File: config.mk
export PLATFORM = sky130hd
export DESIGN_NAME = mul_norm_round
export DESIGN_NICKNAME = d
export VERILOG_FILES = /design/src/rtl/mul_norm_round.sv
export SDC_FILE = /design/constraint.sdc
export NUM_CORES = 1
export LEC_CHECK = 0
export CAP_MARGIN = 20
export CORE_ASPECT_RATIO = 0.5
export CORE_UTILIZATION = 41
export CTS_BUF_LIST = sky130_fd_sc_hd__clkbuf_2
export CTS_CLUSTER_SIZE = 14
export DETAILED_ROUTE_END_ITERATION = 7
export PLACE_DENSITY_LB_ADDON = 0.15
export REMOVE_ABC_BUFFERS = 1
export SYNTH_ARGS = -nofsm -noshare
export SYNTH_HDL_FRONTEND = slang
export SYNTH_SLANG_ARGS = --single-unit
File: constraint.sdc
create_clock -name i_clk -period 5.3 [get_ports i_clk]
set_clock_uncertainty 0.1 [all_clocks]
set_input_delay 0.53 -clock i_clk [delete_from_list [all_inputs] [get_ports i_clk]]
set_output_delay 0.53 -clock i_clk [all_outputs]
set_load 0.02 [all_outputs]
File: src/rtl/mul_norm_round.sv
// Normalize-and-round back end of the FP32 multiplier: two valid/ready register
// stages that turn a 48-bit significand product into a packed IEEE-754 single.
module mul_norm_round #(
  parameter int SIZE_EXP = 8,
  parameter int SIZE_MAN = 23
) (
  input  logic                         i_clk,
  input  logic                         i_rst_n,
  input  logic                         i_valid,
  output logic                         o_ready,
  input  logic                         i_sign,
  input  logic [SIZE_EXP-1:0]          i_exp_pre,
  input  logic                         i_exp_ovf,
  input  logic                         i_zero,
  input  logic [2*(SIZE_MAN+1)-1:0]    i_mant_prod,
  output logic                         o_valid,
  input  logic                         i_ready,
  output logic [SIZE_EXP+SIZE_MAN:0]   o_result,
  output logic                         o_ovf,
  output logic                         o_unf
);

  localparam int PW = 2 * (SIZE_MAN + 1);
  localparam logic [SIZE_EXP:0] EXP_MAX = {1'b0, {SIZE_EXP{1'b1}}};

  logic                  w_s2Load;
  logic                  w_s1Load;

  logic                  w_hi;
  logic [SIZE_MAN-1:0]   w_frac1;
  logic                  w_guard1;
  logic                  w_sticky1;
  logic [SIZE_EXP:0]     w_exp1;

  logic                  r_s1Valid;
  logic                  r_s1Sign;
  logic                  r_s1Zero;
  logic                  r_s1ExpOvf;
  logic                  r_s1UnfPre;
  logic [SIZE_MAN-1:0]   r_s1Frac;
  logic                  r_s1Guard;
  logic                  r_s1Sticky;
  logic [SIZE_EXP:0]     r_s1Exp;

  logic                  w_roundUp;
  logic [SIZE_MAN:0]     w_frac24;
  logic [SIZE_EXP:0]     w_exp2;
  logic [SIZE_MAN-1:0]   w_fracOut;
  logic [SIZE_EXP+SIZE_MAN:0] w_result;
  logic                  w_ovf;
  logic                  w_unf;

  logic                  r_oValid;
  logic [SIZE_EXP+SIZE_MAN:0] r_result;
  logic                  r_ovf;
  logic                  r_unf;

  assign w_s2Load = !r_oValid || i_ready;
  assign w_s1Load = !r_s1Valid || w_s2Load;
  assign o_ready  = w_s1Load;

  // Product is in [1,4): a set MSB means the binary point moves one place left.
  assign w_hi      = i_mant_prod[PW-1];
  assign w_frac1   = w_hi ? i_mant_prod[PW-2 -: SIZE_MAN] : i_mant_prod[PW-3 -: SIZE_MAN];
  assign w_guard1  = w_hi ? i_mant_prod[SIZE_MAN] : i_mant_prod[SIZE_MAN-1];
  assign w_sticky1 = w_hi ? (|i_mant_prod[SIZE_MAN-1:0]) : (|i_mant_prod[SIZE_MAN-2:0]);
  assign w_exp1    = {1'b0, i_exp_pre} + {{SIZE_EXP{1'b0}}, w_hi};

  always_ff @(posedge i_clk or negedge i_rst_n) begin
    if (!i_rst_n) begin
      r_s1Valid  <= 1'b0;
      r_s1Sign   <= 1'b0;
      r_s1Zero   <= 1'b0;
      r_s1ExpOvf <= 1'b0;
      r_s1UnfPre <= 1'b0;
      r_s1Frac   <= '0;
      r_s1Guard  <= 1'b0;
      r_s1Sticky <= 1'b0;
      r_s1Exp    <= '0;
    end else if (w_s1Load) begin
      r_s1Valid <= i_valid;
      if (i_valid) begin
        r_s1Sign   <= i_sign;
        r_s1Zero   <= i_zero;
        r_s1ExpOvf <= i_exp_ovf;
        r_s1UnfPre <= (i_exp_pre == '0);
        r_s1Frac   <= w_frac1;
        r_s1Guard  <= w_guard1;
        r_s1Sticky <= w_sticky1;
        r_s1Exp    <= w_exp1;
      end
    end
  end

  // Round to nearest, ties to even; a carry out of the fraction bumps the exponent.
  assign w_roundUp = r_s1Guard & (r_s1Sticky | r_s1Frac[0]);
  assign w_frac24  = {1'b0, r_s1Frac} + {{SIZE_MAN{1'b0}}, w_roundUp};
  assign w_exp2    = r_s1Exp + {{SIZE_EXP{1'b0}}, w_frac24[SIZE_MAN]};
  assign w_fracOut = w_frac24[SIZE_MAN] ? '0 : w_frac24[SIZE_MAN-1:0];

  always_comb begin
    w_result = {r_s1Sign, w_exp2[SIZE_EXP-1:0], w_fracOut};
    w_ovf    = 1'b0;
    w_unf    = 1'b0;
    if (r_s1Zero) begin
      w_result = {r_s1Sign, {(SIZE_EXP+SIZE_MAN){1'b0}}};
    end else if (r_s1ExpOvf || (w_exp2 >= EXP_MAX)) begin
      w_result = {r_s1Sign, {SIZE_EXP{1'b1}}, {SIZE_MAN{1'b0}}};
      w_ovf    = 1'b1;
    end else if (r_s1UnfPre) begin
      // Flush to zero even if normalization/rounding would have lifted the exponent.
      w_result = {r_s1Sign, {(SIZE_EXP+SIZE_MAN){1'b0}}};
      w_unf    = 1'b1;
    end
  end

  always_ff @(posedge i_clk or negedge i_rst_n) begin
    if (!i_rst_n) begin
      r_oValid <= 1'b0;
      r_result <= '0;
      r_ovf    <= 1'b0;
      r_unf    <= 1'b0;
    end else if (w_s2Load) begin
      r_oValid <= r_s1Valid;
      if (r_s1Valid) begin
        r_result <= w_result;
        r_ovf    <= w_ovf;
        r_unf    <= w_unf;
      end
    end
  end

  assign o_valid  = r_oValid;
  assign o_result = r_result;
  assign o_ovf    = r_ovf;
  assign o_unf    = r_unf;

endmodule

==> summary.md <==
| Metric | Value |
|---|---|
| GPL Wtd Cong | 0.794 |
| Hold Worst Slack | 0.00707 ns |
| Post-synthesis sequential area ratio | 46.8% |
| Max reg flops | 32 |
| Setup TNS | 0 ns |
| Synth cell types | 45 |
| R2R depth | 12 |
| Placed insts | 606 |
| Antenna violations before repair | 0 |
| Crit path time final | 3.67 ns |
| Top Ports | 99 |
| Final ANT Viol Nets | 0 |
| Clock Tree Root | clkbuf_2 |
| CP max-delay cell | o21a_1 |
| Synthesis warning total | 0 |
| Worst-path maximum fanout | 16 |
| DR DRC count | 0 |
| PD cells | 290 nW/um^2 |
| Required time worst endpoint | 5.56 ns |
| Core area | 9040 sq um |
| Diode count | 0 |
| Final net count | 556 |
| Non-filler cells, final | 622 |
| Max clock buf depth | 2 |
| Crit Reg-Reg Endpoint | o_result[23] |
| Outcome | complete, no violations |
| Chip Width | 141 um |
| First-pass GRT wire length | 15.2 mm |
| Synth top area cells | dfrtp_1, mux2i_1, nand2_1 |
| Post-CTS setup buffer count | 0 |
| RSZ-0062 raised after global routing | false |
| Yosys top cell area share | 46.8% |
| Post-DR wirelength/cell | 14.4 um |
| Drt pass-1 iters | 4 |
| Final setup fails | 0 |
| R2r setup slk | 1.63 ns |
| PortBufs | 98 |
| Fin crit share | 69.3% |
| Remaining Overflow, GRT | 0 |
| Peak VDD IR | 0.0988 mV |
| Rows | 24 |
| Crit path from | r_s1Frac[0] |
| Cell count after synthesis | 396 |
| Final wirelength | 8.97 mm |
| Post-Syn Area per Cell | 10.0 sq um |
| Max-slew headroom | 38.7% |
| Cell area after synthesis | 3960 sq um |
| Via-to-Cell Ratio | 5.14 |
| Top delay family on crit path | simple AND/OR/NAND/NOR gates |
| Gr usage total | 19.7% |
| Number of global-route vias before repair | 3066 |
| Area Growth Syn to Fin | 29.9% |
| Iteration-0 DRC Markers | 176 |
| Die H | 71.5 um |
| # hold bufs at CTS | 0 |
| Largest net degree at the start of global routing | 75 |
| Max-Cap Viols | 0 |
| Worst R2R Start | r_s1Frac[0] |
| Number of flops mapped to enable cells by yosys | 0 |
| Achievable Freq | 272 MHz |
| Leakage | 2.15 nW |
| Post-synth ARST share | 100% |
| Type of the worst setup path | reg -> reg |
| Max-slew violation count | 0 |
| Final Total Pwr | 1.49 mW |
| CP peak stage delay | 0.54 ns |
| TritonCTS Buffers | 9 |
| Vias | 3200 |
| Main synth FF type | dfrtp_1 |
| H-tree level count | 3 |
| Skew-Pair Late Insertion Delay | 0.52 ns |
| Worst setup EP type | flip-flop |
| Share of cells above drive strength 1 | 7.32% |
| Seq cells post-synth | 74 |
| CP Launch Type | flip-flop |
| Worst slew pin tran | 0.920 ns |
| Critical path, cell by cell | o21a_1 > ha_1 > nand2_1 > nor2_1 > nand3_1 > nor2_1 > ha_1 > nand4_1 > o31a_1 > nor3_1 > o21a_1 > o21ai_0 |
| TritonCTS clock tree | yes |
| CTS clk-pin slew, worst paths | 0.22 ns |
| Clock sinks | 74 |
| WP buf/inv | 0 |
| Final-report hold violation count | 0 |
| Largest area contributor in the netlist | dfrtp_1 |
| CTS resizes | 0 |
| Die Area | 10100 sq um |
| CP arrival | 3.93 ns |
| Final core occ | 56.9% |
| Worst hold path type | in -> async |
| Dpl hpwl | 6.34 mm |
| Starting Density | 43.8% |
[cell type report]
cell class,instances,area (sq um)
multi-input combinational,294,1970
inverter,6,22.5
sequential,74,1850
timing repair buffer,102,1010
clock inverter,6,81.3
tap,130,163
fill,808,3900
clock buffer,10,50.0
[where the power goes]
group	internal, mW	switching, mW	leakage [nW]
combinational	0.205	0.207	1.14
clock	0.155	0.195	0.0793
sequential	0.649	0.0836	0.935
total	1.01	0.485	2.15
[synth_stat cells (2+ instances only)]
| cell type | n |
|---|---|
| nor4bb_1 | 3 |
| clkbuf_1 | 13 |
| inv_1 | 6 |
| o21ai_2 | 2 |
| o211ai_1 | 2 |
| and3_1 | 6 |
| ha_1 | 6 |
| a32o_1 | 7 |
| buf_2 | 3 |
| o21ai_0 | 40 |
| a22oi_1 | 8 |
| mux2i_1 | 24 |
| xnor2_1 | 23 |
| nand3_1 | 14 |
| dfrtp_1 | 74 |
| nand4_1 | 8 |
| xor2_1 | 11 |
| and3b_1 | 2 |
| nand2b_1 | 3 |
| buf_6 | 3 |
| o21a_1 | 2 |
| nor2_1 | 15 |
| nor3_1 | 7 |
| nor4_1 | 9 |
| nand2_1 | 62 |
| and4_1 | 2 |
| o31ai_1 | 15 |
| nand3b_1 | 2 |
| mux2_2 | 6 |
| o31ai_2 | 3 |
[per-stage QoR]
step | setup slack (ns) | cell area, sq um
3_3_place_gp | 1.74 | 5010
3_5_place_dp | 1.66 | 5010
2_1_floorplan | 2.25 | 3840
5_1_grt | 1.24 | 5140
4_1_cts | 1.63 | 5140
6_report | 1.63 | 5140
[layer usage]
metal  GRT usage, %  share of wire (%)  vias up
met5              0                  0        -
met4           5.92                1.1        0
met2           30.6                 44       83
met1           27.1                 49     1494
li1               -                  -     1614
met3           5.21                5.4        9
[how the worst max path moves through the flow]
stage / end / slack (ns) / depth (start not counted)
floorplan: o_unf / 2.25 / 9
finish: o_result[23] / 1.63 / 12
detailed placement: o_result[29] / 1.66 / 12
global placement: o_result[24] / 1.74 / 12
global route: o_result[16] / 1.24 / 12
CTS: o_unf / 1.63 / 12
[cells in the final DEF (no fill, tap or decap), types with 3 or more instances in the layout]
cell type        synthesis  layout
nor4bb_1                 3       3
inv_1                    6       6
nor2_1                  15      15
clkdlybuf4s50_1          0      97
nor3_1                   7       7
nand3_1                 14      14
xor2_1                  11      11
nand2_1                 62      61
a32o_1                   7       7
and3_1                   6       6
o31ai_2                  3       3
mux2i_1                 24      24
ha_1                     6       6
xnor2_1                 23      23
o21ai_0                 40      40
nand4_1                  8       8
clkbuf_2                 0      10
nor4_1                   9       9
a22oi_1                  8       8
buf_4                    1       5
o31ai_1                 15      15
mux2_2                   6       6
dfrtp_1                 74      74
nand2b_1                 3       3
[logic make-up after synthesis]
kind of cell | Yosys count | share of synthesized area (%)
muxes | 30 | 7.77
buffers and inverters | 28 | 3.66
and+or+nand+nor | 138 | 17.6
adders and majority gates | 6 | 1.90
AOI/OAI and AO/OA | 86 | 14.8
DFF | 74 | 46.8
xor gates and xnor gates | 34 | 7.52
(Power assumes the default switching activity.)
